File: src/rtl/hpdmc_pkg.sv
// Shared HPDMC definitions: input-delay controller op encodings and FSM state encoding.
package hpdmc_pkg;

  typedef enum logic [1:0] {
    IDELAY_OP_RESET = 2'b00,
    IDELAY_OP_INC   = 2'b01,
    IDELAY_OP_DEC   = 2'b10,
    IDELAY_OP_SET   = 2'b11
  } idelay_op_e;

  // ST_INIT holds the delay bank in reset for one cycle after sys_rst releases.
  typedef enum logic [2:0] {
    ST_INIT = 3'd0,
    ST_IDLE = 3'd1,
    ST_RSTP = 3'd2,
    ST_STEP = 3'd3,
    ST_GAP  = 3'd4,
    ST_FIN  = 3'd5
  } idelay_state_e;

endpackage

File: src/rtl/hpdmc_idelay_ctl_if.sv
// CSR-side command interface of the input-delay controller: command handshake, completion and tap readback.
interface hpdmc_idelay_ctl_if #(
  parameter int TAP_W = 6
);
  import hpdmc_pkg::*;

  logic             cmd_valid;
  logic             cmd_ready;
  idelay_op_e       cmd_op;
  logic [TAP_W-1:0] cmd_arg;
  logic             done;
  logic             clamped;
  logic [TAP_W-1:0] tap;

  modport master (
    output cmd_valid, cmd_op, cmd_arg,
    input  cmd_ready, done, clamped, tap
  );

  modport slave (
    input  cmd_valid, cmd_op, cmd_arg,
    output cmd_ready, done, clamped, tap
  );

endinterface

File: src/rtl/hpdmc_idelay_ctl.sv
// Turns tap commands into spaced ce/inc/rst pulses for the DQ input-delay bank and tracks the tap.
// Optional HPDMC_IDELAY_LIMIT_EN: clamp INC/DEC at the tap range ends instead of wrapping.
module hpdmc_idelay_ctl
  import hpdmc_pkg::*;
#(
  parameter int GAP_CYCLES = 3,
  parameter int TAP_W      = 6
) (
  input  logic               sys_clk,
  input  logic               sys_rst,
  hpdmc_idelay_ctl_if.slave  cmd,
  output logic               idelay_rst,
  output logic               idelay_ce,
  output logic               idelay_inc
);

  localparam int               GAP_W    = (GAP_CYCLES > 1) ? $clog2(GAP_CYCLES) : 1;
  localparam logic [GAP_W-1:0] GAP_LOAD = GAP_W'(GAP_CYCLES - 1);
`ifdef HPDMC_IDELAY_LIMIT_EN
  localparam logic [TAP_W-1:0] TAP_MAX  = '1;
`endif

  idelay_state_e    state_q, state_d;
  logic [TAP_W-1:0] tap_q, tap_d;
  logic [TAP_W-1:0] count_q, count_d;
  logic             dir_q, dir_d;
  logic             clamp_q, clamp_d;
  logic [GAP_W-1:0] gap_q, gap_d;

  logic rst_q, rst_d;
  logic ce_q, ce_d;
  logic inc_q, inc_d;
  logic done_q, done_d;
  logic clamped_q, clamped_d;

  logic             accept;
  logic [TAP_W-1:0] acc_count;
  logic             acc_dir;
  logic             acc_clamp;

  assign cmd.cmd_ready = (state_q == ST_IDLE) & ~sys_rst;
  assign accept        = cmd.cmd_valid & cmd.cmd_ready;

  // Step count and direction of the incoming command, relative to the current tap.
  always_comb begin
    acc_dir   = 1'b0;
    acc_count = cmd.cmd_arg;
    acc_clamp = 1'b0;
    case (cmd.cmd_op)
      IDELAY_OP_INC: begin
        acc_dir = 1'b1;
`ifdef HPDMC_IDELAY_LIMIT_EN
        if (cmd.cmd_arg > (TAP_MAX - tap_q)) begin
          acc_count = TAP_MAX - tap_q;
          acc_clamp = 1'b1;
        end
`endif
      end
      IDELAY_OP_DEC: begin
        acc_dir = 1'b0;
`ifdef HPDMC_IDELAY_LIMIT_EN
        if (cmd.cmd_arg > tap_q) begin
          acc_count = tap_q;
          acc_clamp = 1'b1;
        end
`endif
      end
      IDELAY_OP_SET: begin
        acc_dir   = cmd.cmd_arg > tap_q;
        acc_count = acc_dir ? (cmd.cmd_arg - tap_q) : (tap_q - cmd.cmd_arg);
      end
      default: acc_count = '0;
    endcase
  end

  // Next-state and datapath updates.
  always_comb begin
    state_d = state_q;
    tap_d   = tap_q;
    count_d = count_q;
    dir_d   = dir_q;
    clamp_d = clamp_q;
    gap_d   = gap_q;
    case (state_q)
      ST_INIT: state_d = ST_IDLE;
      ST_IDLE: begin
        if (accept) begin
          dir_d   = acc_dir;
          count_d = acc_count;
          clamp_d = acc_clamp;
          if (cmd.cmd_op == IDELAY_OP_RESET) state_d = ST_RSTP;
          else if (acc_count != '0)          state_d = ST_STEP;
          else                               state_d = ST_FIN;
        end
      end
      ST_RSTP: begin
        tap_d   = '0;
        state_d = ST_FIN;
      end
      ST_STEP: begin
        tap_d   = dir_q ? (tap_q + 1'b1) : (tap_q - 1'b1);
        count_d = count_q - 1'b1;
        gap_d   = GAP_LOAD;
        state_d = ST_GAP;
      end
      ST_GAP: begin
        if (gap_q == '0) state_d = (count_q != '0) ? ST_STEP : ST_FIN;
        else             gap_d   = gap_q - 1'b1;
      end
      ST_FIN:  state_d = ST_IDLE;
      default: state_d = ST_INIT;
    endcase
  end

  // Outputs decoded from the next state so every bank/CSR output leaves a flop.
  always_comb begin
    rst_d     = (state_d == ST_RSTP) | (state_d == ST_INIT);
    ce_d      = (state_d == ST_STEP);
    inc_d     = ce_d & dir_d;
    done_d    = (state_d == ST_FIN);
    clamped_d = done_d & clamp_d;
  end

  always_ff @(posedge sys_clk) begin
    if (sys_rst) begin
      state_q   <= ST_INIT;
      tap_q     <= '0;
      rst_q     <= 1'b1;
      ce_q      <= 1'b0;
      inc_q     <= 1'b0;
      done_q    <= 1'b0;
      clamped_q <= 1'b0;
    end else begin
      state_q   <= state_d;
      tap_q     <= tap_d;
      rst_q     <= rst_d;
      ce_q      <= ce_d;
      inc_q     <= inc_d;
      done_q    <= done_d;
      clamped_q <= clamped_d;
    end
  end

  // Command context is only meaningful while busy, so it carries no reset.
  always_ff @(posedge sys_clk) begin
    count_q <= count_d;
    dir_q   <= dir_d;
    clamp_q <= clamp_d;
    gap_q   <= gap_d;
  end

  assign cmd.tap     = tap_q;
  assign cmd.done    = done_q;
  assign cmd.clamped = clamped_q;
  assign idelay_rst  = rst_q;
  assign idelay_ce   = ce_q;
  assign idelay_inc  = inc_q;

endmodule

File: src/flat_wrapper.sv
// flat-port wrapper written by rule: the top's interface ports become plain ports
module hpdmc_idelay_ctl_flat import hpdmc_pkg::*;
#(
  parameter int GAP_CYCLES = 3,
  parameter int TAP_W      = 6
)
  (sys_clk, sys_rst, idelay_rst, idelay_ce, idelay_inc, cmd_cmd_valid, cmd_cmd_op, cmd_cmd_arg, cmd_cmd_ready, cmd_done, cmd_clamped, cmd_tap);
  hpdmc_idelay_ctl_if #(.TAP_W(TAP_W)) cmd_i ();
  input  logic sys_clk;
  input  logic sys_rst;
  output logic idelay_rst;
  output logic idelay_ce;
  output logic idelay_inc;
  input wire logic [$bits(cmd_i.cmd_valid)-1:0] cmd_cmd_valid;
  input wire logic [$bits(cmd_i.cmd_op)-1:0] cmd_cmd_op;
  input wire logic [$bits(cmd_i.cmd_arg)-1:0] cmd_cmd_arg;
  output wire logic [$bits(cmd_i.cmd_ready)-1:0] cmd_cmd_ready;
  output wire logic [$bits(cmd_i.done)-1:0] cmd_done;
  output wire logic [$bits(cmd_i.clamped)-1:0] cmd_clamped;
  output wire logic [$bits(cmd_i.tap)-1:0] cmd_tap;
  assign cmd_i.cmd_valid = cmd_cmd_valid;
  assign cmd_i.cmd_op = cmd_cmd_op;
  assign cmd_i.cmd_arg = cmd_cmd_arg;
  assign cmd_cmd_ready = cmd_i.cmd_ready;
  assign cmd_done = cmd_i.done;
  assign cmd_clamped = cmd_i.clamped;
  assign cmd_tap = cmd_i.tap;
  hpdmc_idelay_ctl #(.GAP_CYCLES(GAP_CYCLES), .TAP_W(TAP_W)) u_core (.sys_clk(sys_clk), .sys_rst(sys_rst), .cmd(cmd_i), .idelay_rst(idelay_rst), .idelay_ce(idelay_ce), .idelay_inc(idelay_inc));
endmodule
File: config.mk
export PLATFORM = sky130hd
export DESIGN_NAME = hpdmc_idelay_ctl_flat
export DESIGN_NICKNAME = d
export VERILOG_FILES = /design/src/rtl/hpdmc_pkg.sv /design/src/rtl/hpdmc_idelay_ctl_if.sv /design/src/rtl/hpdmc_idelay_ctl.sv /design/src/flat_wrapper.sv
export SDC_FILE = /design/constraint.sdc
export NUM_CORES = 1
export LEC_CHECK = 0
export ABC_AREA = 0
export BUFFER_PORTS_ARGS = -buffer_cell sky130_fd_sc_hd__buf_4
export CAP_MARGIN = 20
export CORE_ASPECT_RATIO = 0.8
export CORE_MARGIN = 8
export CORE_UTILIZATION = 45
export CTS_CLUSTER_SIZE = 24
export DETAILED_ROUTE_END_ITERATION = 7
export PLACE_DENSITY = 0.74
export SLEW_MARGIN = 20
export SYNTH_ARGS = -nofsm -noshare
export SYNTH_HDL_FRONTEND = slang
export SYNTH_SLANG_ARGS = --single-unit
File: constraint.sdc
create_clock -name sys_clk -period 2.7 [get_ports sys_clk]
set_input_delay 0.54 -clock sys_clk [delete_from_list [all_inputs] [get_ports sys_clk]]
set_output_delay 0.54 -clock sys_clk [all_outputs]
set_load 0.005 [all_outputs]
==> metrics.md <==
| Metric | Value |
|---|---|
| Port bufs | 22 |
| NetSw | approximately 0.00031 W |
| Fmax | 380.2 MHz |
| Area added between synthesis and finish | 22.18% |
| Logic pwr share | a little under a third |
| CP max stage delay | between 300 and 400 ps |
| Final Util | between 50 and 60% |
| Initial antenna violation count | 0 |
| TritonCTS buffer count | 3 |
| CP Launch Type | input pin |
| Critical path depth | 12 |
| R2R depth | 9 |
| Slew Viols, Final | 0 |
| Fill count | about 380 |
| I/O pin count | 23 |
| Avg Cell Area, Syn | between 8 and 9 µm² |
| Setup Slack @ Placement | -220.1 ps |
| Crit Path Max Fanout | 4 |
| Relative slew margins | 70.46% |
| Die height | about 75 µm |
| # diodes | 0 |
| Endpoints failing setup | 0 |
| Crit path required time | ~2900 ps |
| Post-DR vias/cell | 5.555 |
| Vias in the first global route | about 1800 |
| Highest routed layer | met4 |
| CP max stage cell | fa_2 |
| Rows | 21 |
| Peak VDD IR | 277.0 µV |
| Post-route DRC | 0 |
| DR vias | ~1800 |
| Worst-path clk slew | around 90 ps |
| Worst slew pin tran | between 400 and 500 ps |
| H-Tree Depth | 1 |
| CP cell instances | buf_4, inv_1, ha_1, inv_1, fa_2, a211oi_4, o31a_1, nor2_1, a22o_1, a221oi_2, and3_4, o22ai_1 |
| PwrDens | ~440 nW/µm² |
| Net Sw Frac | between 20 and 30% |
| Flop pwr share | 39.6% |
| Per-cell routed wire length | 15.23 µm |
| Die Span X | approximately 89 µm |
| Setup CP Type | in -> reg |
| Pin count of the biggest net entering global routing | 15 |
| Routed length on met2 | 2192 µm |
| Maximum clock path buffer count | 2 |
| Sink Count | 24 |
| Status | finished, final reports clean |
| CTS tree | built |
| Netlist cell types | 57 |
| CP endpoint kind | register |
| Top FF cell, synth | dfxtp_1 |
| Synth Instances | 221 |
| Core Area | approximately 4200 µm² |
| Root buffer cell | clkbuf_8 |
| Clk pwr share | 30.4% |
| Final worst setup slack | around 70 ps |
| Pleak | roughly 1 nW |
| EDFF count, synth | 8 |
| Starting Density | 46.45% |
| Die area | ~6700 µm² |
| Final ANT Viol Nets | 0 |
| Worst EP arrival | 2790 ps |
| First-pass iteration count of the detailed router | 4 |
| Sum Neg Setup Slack | 0 ps |
| Skew-Pair Late Insertion Delay | roughly 270 ps |
| Final Cycle Share | 97.41% |
| Wl on met1 | roughly 2200 µm |
| All-Layer GR Usage | roughly 16% |
| Share of post-route cells with drive strength above 1 | between 20% and 30% |
| Post-DP HPWL | between 3000 and 4000 µm |
| Max Clock Skew | approximately 0.88 ps |
| Worst path most repeated cell | inv_1 |
| Final Power | ~0.0011 W |
| Syn Nets | ~260 |
| First-pass GRT wire length | between 8000 and 9000 µm |
| Overall routed net length | roughly 4800 µm |
| Worst min path class | reg -> reg |
| Final net count | 295 |
| Met3 routed WL | roughly 320 µm |
| Internal power | approximately 0.00074 W |
| Yosys Warn Count | 0 |
| RePlAce Congestion | 1.001 |
| Reg area | 561.8 µm² |
| Max Cap Viol | 0 |
| Yosys reg bits | 24 |
| Crit path time final | around 2600 ps |
| Ys async rst share | 0% |
| Post-Syn Area | just under 2000 µm² |
| Buf+Inv Stages, Crit Path | 3 |
| Register area share after synthesis | 28.88% |
| GRT Residual Overflow | 0 |
| Largest delay share family, worst path | compound AO/OA/AOI/OAI gates |
| Worst Hold Depth | 1 |
| Multi-input gate area | between 1000 and 1500 µm² |
| Hold Fails Final Rpt | 0 |
| Initial DRC count | slightly below 90 |
-- path summary, 6_finish.rpt --
check,startpoint,endpoint,slack [ps]
worst max-delay path,cmd_cmd_arg[0],u_core.state_q[1],70
worst min-delay path,u_core.clamp_q,u_core.clamp_q,460
worst max register to register,u_core.cmd.tap[2],u_core.state_q[1],100
worst min register to register,u_core.clamp_q,u_core.clamp_q,460
-- power by group through the flow --
stage / Sequential (W) / Clock [W] / Combinational, W
after floorplan: 0.000419 / 0 / 0.000212
after global placement: 0.000424 / 0 / 0.000303
after detailed placement: 0.000425 / 0 / 0.000309
after CTS: 0.000416 / 0.000325 / 0.000311
after global routing: 0.000420 / 0.000340 / 0.000356
final: 0.000417 / 0.000320 / 0.000316
-- cell type report --
type	count	share of cell area, %
clock inverters	1	1.266
clock buffers	3	1.741
multi-input cells	165	53.19
repair buffers	41	12.98
well taps	57	3.008
inverters	26	4.116
flip-flops and latches	24	23.69
-- cell families after synthesis --
group / after synthesis / share of synthesized area, %
AND/OR/NAND/NOR: 70 / 20.18
AO/OA/AOI/OAI: 64 / 24.63
buffers and inverters: 32 / 6.705
flip-flops: 24 / 28.88
adder cells (fa/ha/maj): 23 / 15.99
XOR/XNOR: 8 / 3.611
-- metal layers --
metal | vias to the layer above | GRT usage [%]
li1 | 866 | -
met1 | 804 | 20.29
met2 | 77 | 26.25
met3 | 14 | 3.926
met4 | 0 | 5.515
met5 | - | 0
-- state kept, by name (all words and copies together) (netlist names) --
signal and flops:
u_core.clamp_q 1, u_core.cmd.clamped 1, u_core.cmd.done 1, u_core.cmd.tap 6
u_core.count_q 6, u_core.dir_q 1, u_core.gap_q 2, u_core.idelay_ce 1
u_core.idelay_inc 1, u_core.idelay_rst 1, u_core.state_q 3
-- timing repair --
item / in CTS / in global routing
endpoints found under the hold margin: 0 / 0
gates resized for setup: 0 / 4
endpoints found under the setup margin: 0 / 8
hold buffers: 0 / 0
setup buffers: 0 / 0
-- Yosys cell counts (2+ instances only) --
library cell,instances,area (µm²)
o31a_1,2,17.52
o21ai_1,3,15.01
xnor2_1,5,43.79
a21o_1,5,37.54
a21oi_1,21,105.1
nand3_1,4,20.02
a211oi_1,2,15.01
ha_1,20,250.2
clkbuf_1,3,11.26
o211ai_1,3,22.52
a211oi_2,2,25.02
o311ai_1,2,17.52
nand2_1,21,78.83
nand4_1,2,12.51
nor2_1,14,52.55
nand3b_1,3,22.52
and4_1,2,17.52
inv_1,25,93.84
and2_1,4,25.02
edfxtp_1,8,240.2
fa_1,3,60.06
xor2_1,3,26.28
dfxtp_1,16,320.3
or3_1,2,12.51
nor2b_1,2,12.51
or2_1,2,12.51
nor3_1,2,10.01
nand2b_1,3,18.77
buf_2,2,10.01
o22ai_1,5,31.28
o21ai_0,4,20.02
-- worst reg2reg max path, cell delays in order (launching register included) --
cell	delay (ps)
dfxtp_1	370
inv_1	60
ha_2	410
nand4_1	240
or2_1	350
o211ai_1	120
nand3_1	170
nor4_2	400
and3_4	290
o22ai_1	80
-- layout by cell type, fill, tap and decap left out, types with 2 or more instances in the layout --
master     n
xor2_1     3
a21oi_1   21
nand2_1   21
nand3b_1   3
a211oi_1   2
and4_1     2
edfxtp_1   8
o31a_1     2
a21o_1     5
o311ai_1   2
nand4_1    2
xnor2_1    5
dfxtp_1   15
and2_1     4
nand3_1    4
o21ai_0    4
a211oi_2   2
clkbuf_8   3
nor2b_1    2
o21ai_1    3
nand2b_1   3
ha_1      19
o211ai_1   3
o22ai_1    5
fa_1       2
or2_1      2
inv_1     25
nor2_1    14
or3_1      2
nor3_1     2
buf_4     41
-- through the flow --
stage,cells,hold WS [ps],cell area [µm²]
2_1_floorplan,221,418.3,1941
3_3_place_gp,313,440.9,2287
3_5_place_dp,313,437.1,2287
4_1_cts,317,463.0,2359
5_1_grt,317,499.9,2371
6_report,317,460.3,2371
Power figures use the tool's default switching activity.
